**config.mk**
```make
export PLATFORM = sky130hd
export DESIGN_NAME = pipelined_csa_adder
export DESIGN_NICKNAME = d
export VERILOG_FILES = /design/src/rtl/csa_pkg.sv /design/src/rtl/csa_block.sv /design/src/rtl/pipelined_csa_adder.sv
export SDC_FILE = /design/constraint.sdc
export NUM_CORES = 1
export LEC_CHECK = 0
export CORE_UTILIZATION = 33
export CTS_CLUSTER_DIAMETER = 50
export CTS_CLUSTER_SIZE = 30
export DETAILED_ROUTE_END_ITERATION = 7
export HOLD_SLACK_MARGIN = 0.03
export SYNTH_ARGS = -nofsm -noshare
export SYNTH_HDL_FRONTEND = slang
export SYNTH_HIERARCHICAL = 1
export SYNTH_SLANG_ARGS = --single-unit
```
**constraint.sdc**
```tcl
create_clock -name clk -period 5.8 [get_ports clk]
set_input_delay 1.74 -clock clk [delete_from_list [all_inputs] [get_ports clk]]
set_output_delay 1.74 -clock clk [all_outputs]
set_load 0.05 [all_outputs]
```
**src/rtl/csa_pkg.sv**
```systemverilog
// Shared definitions for the pipelined carry-select adder.
// Optional feature: define CSA_OVF_EN to add the signed-overflow output.
package csa_pkg;

    localparam int CSA_DEFAULT_WIDTH = 32;
    localparam int CSA_DEFAULT_BLOCK = 4;

    // Number of carry-select blocks; a bad BLOCK is flagged elsewhere, so
    // this only has to avoid dividing by zero while that happens.
    function automatic int csa_num_blocks(input int width, input int block);
        if (block < 1) begin
            return 1;
        end
        return (width / block > 0) ? width / block : 1;
    endfunction

endpackage

```
**src/rtl/csa_block.sv**
```systemverilog
// One carry-select block: two BLOCK-bit ripple adders evaluated in parallel,
// one for each assumed carry-in, so the real carry only has to pick a result.
module csa_block #(
    parameter int BLOCK = 4
) (
    input  logic [BLOCK-1:0] a,
    input  logic [BLOCK-1:0] b,
    input  logic             cin0,
    input  logic             cin1,
    output logic [BLOCK-1:0] sum0,
    output logic [BLOCK-1:0] sum1,
    output logic             c0,
    output logic             c1
);

    // Two independent bit-serial ripple chains, one per assumed carry-in.
    always_comb begin
        logic carry0;
        logic carry1;
        sum0   = '0;
        sum1   = '0;
        carry0 = cin0;
        carry1 = cin1;
        for (int i = 0; i < BLOCK; i++) begin
            sum0[i] = a[i] ^ b[i] ^ carry0;
            sum1[i] = a[i] ^ b[i] ^ carry1;
            carry0  = (a[i] & b[i]) | (carry0 & (a[i] ^ b[i]));
            carry1  = (a[i] & b[i]) | (carry1 & (a[i] ^ b[i]));
        end
        c0 = carry0;
        c1 = carry1;
    end

endmodule

```
**src/rtl/pipelined_csa_adder.sv**
```systemverilog
// Two-stage pipelined carry-select adder with valid/ready handshakes.
// Stage 1 registers both candidate sums/carries of every block; stage 2
// resolves the block carries with a mux chain and registers the result.
// Optional feature: define CSA_OVF_EN to add the registered ovf output.
module pipelined_csa_adder
    import csa_pkg::*;
#(
    parameter int WIDTH = CSA_DEFAULT_WIDTH,
    parameter int BLOCK = CSA_DEFAULT_BLOCK
) (
    input  logic             clk,
    input  logic             rst_n,
    input  logic             in_valid,
    output logic             in_ready,
    input  logic [WIDTH-1:0] a,
    input  logic [WIDTH-1:0] b,
    input  logic             cin,
    output logic             out_valid,
    input  logic             out_ready,
    output logic [WIDTH-1:0] sum,
    output logic             cout
`ifdef CSA_OVF_EN
    ,
    output logic             ovf
`endif
);

    localparam int NB = csa_num_blocks(WIDTH, BLOCK);

    // Refuse configurations that cannot be split into whole blocks.
    generate
        if (BLOCK < 1) begin : g_bad_block
            $error("pipelined_csa_adder: BLOCK must be at least 1");
        end else if ((WIDTH % ((BLOCK < 1) ? 1 : BLOCK)) != 0) begin : g_bad_width
            $error("pipelined_csa_adder: WIDTH must be a multiple of BLOCK");
        end
    endgenerate

    // Block adder outputs (combinational, from the raw operands)
    logic [WIDTH-1:0] blk_sum0;
    logic [WIDTH-1:0] blk_sum1;
    logic [NB-1:0]    blk_c0;
    logic [NB-1:0]    blk_c1;

    // Stage 1 state
    logic             s1_valid_reg;
    logic [WIDTH-1:0] s1_sum0_reg;
    logic [WIDTH-1:0] s1_sum1_reg;
    logic [NB-1:0]    s1_c0_reg;
    logic [NB-1:0]    s1_c1_reg;

    // Stage 2 (output) state
    logic             out_valid_reg;
    logic [WIDTH-1:0] sum_reg;
    logic             cout_reg;

    // Stage 2 resolution
    logic [WIDTH-1:0] res_sum;
    logic [NB:0]      carry_chain;

    // Handshake: each stage moves when it is empty or its successor moves.
    logic s2_advance;
    logic s1_advance;

    assign s2_advance = !out_valid_reg || out_ready;
    assign s1_advance = s2_advance;
    assign in_ready   = !s1_valid_reg || s1_advance;

    // Block 0 sees the real carry-in on both paths, so its two results are
    // identical and the mux chain can start from a constant 0 select.
    assign carry_chain[0] = 1'b0;

    generate
        for (genvar gi = 0; gi < NB; gi++) begin : g_blk
            csa_block #(
                .BLOCK(BLOCK)
            ) u_blk (
                .a    (a[gi*BLOCK +: BLOCK]),
                .b    (b[gi*BLOCK +: BLOCK]),
                .cin0 ((gi == 0) ? cin : 1'b0),
                .cin1 ((gi == 0) ? cin : 1'b1),
                .sum0 (blk_sum0[gi*BLOCK +: BLOCK]),
                .sum1 (blk_sum1[gi*BLOCK +: BLOCK]),
                .c0   (blk_c0[gi]),
                .c1   (blk_c1[gi])
            );

            assign res_sum[gi*BLOCK +: BLOCK] = carry_chain[gi] ? s1_sum1_reg[gi*BLOCK +: BLOCK]
                                                                : s1_sum0_reg[gi*BLOCK +: BLOCK];
            assign carry_chain[gi+1]          = carry_chain[gi] ? s1_c1_reg[gi] : s1_c0_reg[gi];
        end
    endgenerate

    // Stage 1: capture both candidate results of every block on acceptance.
    always_ff @(posedge clk or negedge rst_n) begin
        if (!rst_n) begin
            s1_valid_reg <= 1'b0;
            s1_sum0_reg  <= '0;
            s1_sum1_reg  <= '0;
            s1_c0_reg    <= '0;
            s1_c1_reg    <= '0;
        end else if (in_ready) begin
            s1_valid_reg <= in_valid;
            if (in_valid) begin
                s1_sum0_reg <= blk_sum0;
                s1_sum1_reg <= blk_sum1;
                s1_c0_reg   <= blk_c0;
                s1_c1_reg   <= blk_c1;
            end
        end
    end

    // Stage 2: register the resolved sum and final carry; hold while stalled.
    always_ff @(posedge clk or negedge rst_n) begin
        if (!rst_n) begin
            out_valid_reg <= 1'b0;
            sum_reg       <= '0;
            cout_reg      <= 1'b0;
        end else if (s2_advance) begin
            out_valid_reg <= s1_valid_reg;
            if (s1_valid_reg) begin
                sum_reg  <= res_sum;
                cout_reg <= carry_chain[NB];
            end
        end
    end

    assign out_valid = out_valid_reg;
    assign sum       = sum_reg;
    assign cout      = cout_reg;

`ifdef CSA_OVF_EN
    // Operand sign bits travel with stage 1 so overflow lines up with sum.
    logic s1_a_msb_reg;
    logic s1_b_msb_reg;
    logic ovf_reg;

    // Stage 1 side-band: operand sign bits.
    always_ff @(posedge clk or negedge rst_n) begin
        if (!rst_n) begin
            s1_a_msb_reg <= 1'b0;
            s1_b_msb_reg <= 1'b0;
        end else if (in_ready && in_valid) begin
            s1_a_msb_reg <= a[WIDTH-1];
            s1_b_msb_reg <= b[WIDTH-1];
        end
    end

    // Stage 2 side-band: same-sign operands producing a different-sign sum.
    always_ff @(posedge clk or negedge rst_n) begin
        if (!rst_n) begin
            ovf_reg <= 1'b0;
        end else if (s2_advance && s1_valid_reg) begin
            ovf_reg <= (s1_a_msb_reg == s1_b_msb_reg) && (res_sum[WIDTH-1] != s1_a_msb_reg);
        end
    end

    assign ovf = ovf_reg;
`endif

endmodule

```
==> results of run 1 <==
## worst max-delay path, delay by kind of cell
| kind | cells | cell delay [ns] |
|---|---|---|
| buffers and inverters | 2 | 1.31 |
| AND/OR/NAND/NOR | 1 | 0.20 |
## worst paths after layout
kind / start / to / slack (ns) / depth (start not counted)
worst min register to register: s1_sum0_reg[1] / sum[1] / 0.47 / 2
max in group asynchronous: rst_n / s1_sum0_reg[9] / 3.14 / 2
worst max-delay path: out_ready / in_ready / 0.81 / 3
min in group asynchronous: rst_n / sum[10] / 1.44 / 1
worst min-delay path: s1_sum0_reg[1] / sum[1] / 0.47 / 2
worst max register to register: s1_c0_reg[0] / sum[19] / 3.34 / 5
## power by group
| part | switching (mW) | internal (mW) | total (mW) |
|---|---|---|---|
| logic | 0.698 | 0.492 | 1.19 |
| registers | 0.140 | 0.996 | 1.14 |
| clock network | 0.272 | 0.301 | 0.574 |
| total | 1.11 | 1.79 | 2.90 |
## placed cells by master, fill, tap and decap left out, drive strengths merged, types with 12 or more instances in the layout
cell type	n
clkdlybuf4s50	102
clkbuf	12
conb	14
inv	124
o21ai	30
fa	60
mux2i	23
mux2	75
dfrtp	110
nand3	12
nand2	38
nor2	12
## routing by layer
metal,share of wire,global-route usage,vias up
li1,-,-,1875
met3,0.032,0.0251,12
met1,0.43,0.170,2037
met5,0,0,-
met2,0.52,0.248,61
met4,0.019,0.0590,0
## area by class of cell
class                           count  area (um2)  share of cell area
Clock buffer                       12         246              0.0314
Clock inverter                      4        22.5             0.00287
Inverter                          124         465              0.0594
Multi-Input combinational cell    296        3020               0.386
Sequential cell                   110        2750               0.351
Tap cell                          229         287              0.0365
Timing Repair Buffer              105        1040               0.133
==> summary.md, run 1 <==
| Metric | Value |
|---|---|
| Status | `finished, final reports clean` |
| Worst Setup End Kind | `output pin` |
| Max Cap Viol | `0` |
| Share of cells above drive strength 1 | `0.160` |
| # setup viols final | `0` |
| RSZ-0062 raised after global routing | `no` |
| First-pass GRT wire length | `between 20000 and 25000 um` |
| Post-route DRC violation count | `0` |
| Fmax | `200 MHz` |
| WL/cell | `13.9 um` |
| Vias/cell | `4.53` |
| DIE AREA | `between 15000 and 20000 um2` |
| CTS root buffer | `clkbuf_16` |
| Setup TNS | `0 ns` |
| Synthesis-to-layout area growth | `25.3%` |
| Fin cells | `880` |
| Largest net degree at the start of global routing | `76` |
| CP Cell Sequence | `clkdlybuf4s50_1, nand3b_1, clkdlybuf4s50_1` |
| Reg clk slew, reported paths | `0.07 ns` |
| Mapped Cells | `533` |
| Detail Route Antenna Nets | `0` |
| Fillers | `about 1700` |
| Dpl cell area | `7570 um2` |
| Design area | `roughly 7800 um2` |
| Critical path arrival | `about 3.3 ns` |
| Total gr overflow | `0` |
| Period utilization | `0.860` |
| Die extent in x | `140 um` |
| Hold Crit Class | `flip-flop to flip-flop` |
| Required @ worst endpoint | `4.06 ns` |
| Vias in the first global route | `4393` |
| Final Hold Fails | `0` |
| Most used cell, CP | `clkdlybuf4s50_1` |
| Fin util | `0.429` |
| CP max FO | `3` |
| GP Congestion | `0.742` |
| Pleak | `3.67 nW` |
| CTS max path bufs | `2` |
| Nets | `just under 800` |
| Vias post-DR | `~4000` |
| Slew headroom | `0.263` |
| # placed instances | `864` |
| Maximum vdd drop | `0.000178 V` |
| Syn_area_per_cell | `11.7 um2` |
| H-tree Lvls | `3` |
| Core Region | `18300 um2` |
| Clock Skew | `~0.0055 ns` |
| Syn. warnings | `6` |
| Max incr delay on CP | `roughly 0.84 ns` |
| Overall global routing resource usage | `0.141` |
| Clock sinks | `110` |
| Setup ws final | `approximately 0.81 ns` |
| # IOs | `104` |
| Row cnt | `49` |
| Max Slew Vio Count | `0` |
| Slew @ Worst Pin | `1.10 ns` |
| CTS resizes | `0` |
| Slowest stage cell, crit path | `clkdlybuf4s50_1` |
| Initial antenna violation count | `0` |
| DP Worst Slack | `around 0.80 ns` |
| Startpoint types | `primary input` |
| Post-CTS Hold Buffers | `0` |
| Hold WS | `0.470 ns` |
| Post-CTS Setup Repair Bufs | `0` |
| Worst skew pair latency | `between 0.3 and 0.4 ns` |
| Final wirelength | `around 12000 um` |
| Pwr dens | `370 nW/um2` |
| CTS tree | `built` |
| Initial Util | `0.343` |
| Die height | `between 100 and 150 um` |
| Total power draw | `2.90 mW` |
| Tmin final | `4.99 ns` |
| Ant diodes | `0` |
| Setup CP Type | `primary input to output pin` |
| Detailed Routing Iterations Pass 1 | `4` |
| HPWL Detailed | `9250 um` |
| Port bufs | `just over 100` |
| Mapped Area | `about 6300 um2` |
| Iteration-0 DRC Markers | `between 100 and 150` |
| CTS buffer count | `9` |
No activity file was read; power rests on OpenSTA's default activity.
==> run 2, diff against run 1 <==
ABC_CLOCK_PERIOD_IN_PS = 5100   (was unset)
clock period = 5.1 ns   (was 5.8 ns; I/O delays follow)
==> summary.md, run 2 (synthesis gave the netlist of run 1 again) <==
| Metric | Value |
|---|---|
| Max Cap Viol | `0` |
| Largest net degree at the start of global routing | `between 80 and 90` |
| HPWL Detailed | `9070 um` |
| First-pass GRT wire length | `21100 um` |
| Detail Route Antenna Nets | `0` |
| Die extent in x | `between 100 and 150 um` |
| Required @ worst endpoint | `3.57 ns` |
| Fillers | `1723` |
| Post-CTS Hold Buffers | `0` |
| Die height | `140 um` |
| CTS root buffer | `clkbuf_16` |
| Setup ws final | `~0.53 ns` |
| Psw | `1.26 mW` |
| Critical path arrival | `3.04 ns` |
| Vias post-DR | `3919` |
| H-tree Lvls | `3` |
| Most frequent cells in the layout | `inv_1 (124), dfrtp_1 (110), clkdlybuf4s50_1 (102)` |
| Row cnt | `49` |
| Clock Skew | `0.00507 ns` |
| CTS tree | `built` |
| Share of cells above drive strength 1 | `0.163` |
| Setup CP Type | `primary input to output pin` |
| Logic pwr share | `0.405` |
| DIE AREA | `19500 um2` |
| Pwr dens | `between 400 and 500 nW/um2` |
| Status | `finished, final reports clean` |
| Overall global routing resource usage | `0.138` |
| Worst Setup End Kind | `output pin` |
| # IOs | `104` |
| Iteration-0 DRC Markers | `133` |
| Initial Util | `0.343` |
| Fmax | `219 MHz` |
| Slew @ Worst Pin | `1.10 ns` |
| Area occupied by multi-input gates | `3020 um2` |
| Port bufs | `103` |
| Pleak | `3.69 nW` |
| Sequential cell area | `2750 um2` |
| Post-CTS Setup Repair Bufs | `0` |
| RSZ-0062 raised after global routing | `no` |
| Max Slew Vio Count | `0` |
| Tmin final | `4.57 ns` |
| CP max FO | `3` |
| Ant diodes | `0` |
| Reg clk slew, reported paths | `0.06 ns` |
| Synthesis-to-layout area growth | `25.7%` |
| Final Hold Fails | `0` |
| Core Region | `18300 um2` |
| Maximum vdd drop | `0.000183 V` |
| Vias in the first global route | `4382` |
| Clk pwr share | `0.208` |
| CTS max path bufs | `2` |
| Hold Crit Class | `flip-flop to flip-flop` |
| DP Worst Slack | `0.537 ns` |
| Slew headroom | `0.270` |
| Period utilization | `0.897` |
| Sw Ratio | `0.377` |
| Post-route DRC violation count | `0` |
| # setup viols final | `0` |
| Total gr overflow | `0` |
| Clock sinks | `110` |
| Detailed Routing Iterations Pass 1 | `4` |
| Seq pwr share | `0.387` |
| Pint | `2.08 mW` |
| Worst skew pair latency | `0.35 ns` |
| Vias/cell | `4.45` |
| GP Congestion | `0.746` |
| Initial antenna violation count | `0` |
| Commonest non-fill, non-tap cell in the layout | `inv_1` |
| Setup TNS | `0 ns` |
| WL/cell | `between 10 and 15 um` |
| CTS buffer count | `9` |
| Final wirelength | `12100 um` |
| CTS resizes | `0` |
| Nets | `776` |
| Startpoint types | `primary input` |
## run 2: cell types whose count changed in the layout (fill, tap and decap cells not counted)
| cell | change |
|---|---|
| buf_4 | +1 |
| clkinvlp_4 | -1 |
| bufinv_16 | +1 |
| clkinv_2 | +1 |
| clkbuf_1 | -2 |
## run 2: power groups by stage
stage	logic, mW	clock network, mW	registers (mW)
2_1_floorplan	0.566	0	1.64
3_3_place_gp	1.34	0	1.30
3_5_place_dp	1.37	0	1.31
4_1_cts	1.38	0.726	1.30
5_1_grt	1.48	0.760	1.33
6_report	1.35	0.695	1.29
## run 2: critical path, cell delays in order
cell	delay [ns]
clkdlybuf4s50_1	0.47
nand3b_1	0.20
clkdlybuf4s50_1	0.84
## run 2: per-layer routing
metal	routed length, um	global-route usage	vias up
met5	0	0	-
met4	262	0.0648	0
met3	323	0.0220	14
met2	6180	0.240	57
met1	5330	0.168	1977
li1	-	-	1871
## run 2: cell type report
| class | instances | share of cell area |
|---|---|---|
| sequential | 110 | 0.350 |
| clock inverter | 5 | 0.00636 |
| timing repair buffer | 106 | 0.134 |
| clock buffer | 10 | 0.0304 |
| multi-input combinational | 296 | 0.384 |
| inverter | 124 | 0.0592 |
| tap | 229 | 0.0364 |
## run 2: stage by stage
step	instances	area, um2	util	hold WS [ns]	total power, mW
after floorplan	545	6300	-	0.433	2.21
after global placement	865	7580	0.415	0.446	2.64
after detailed placement	865	7580	0.415	0.459	2.68
after CTS	880	7870	0.431	0.475	3.40
after global routing	880	7870	0.431	0.510	3.57
final	880	7870	0.431	0.472	3.34
## run 2: final timing paths
check / depth (start not counted) / slack [ns] / endpoint / start
setup / recovery: 3 / 0.53 / in_ready / out_ready
max in group asynchronous: 2 / 2.71 / sum[30] / rst_n
min in group asynchronous: 1 / 1.37 / s1_sum1_reg[10] / rst_n
setup reg to reg: 5 / 2.63 / sum[18] / s1_c0_reg[0]
hold reg to reg: 2 / 0.47 / sum[1] / s1_sum0_reg[1]
hold / removal: 2 / 0.47 / sum[1] / s1_sum0_reg[1]
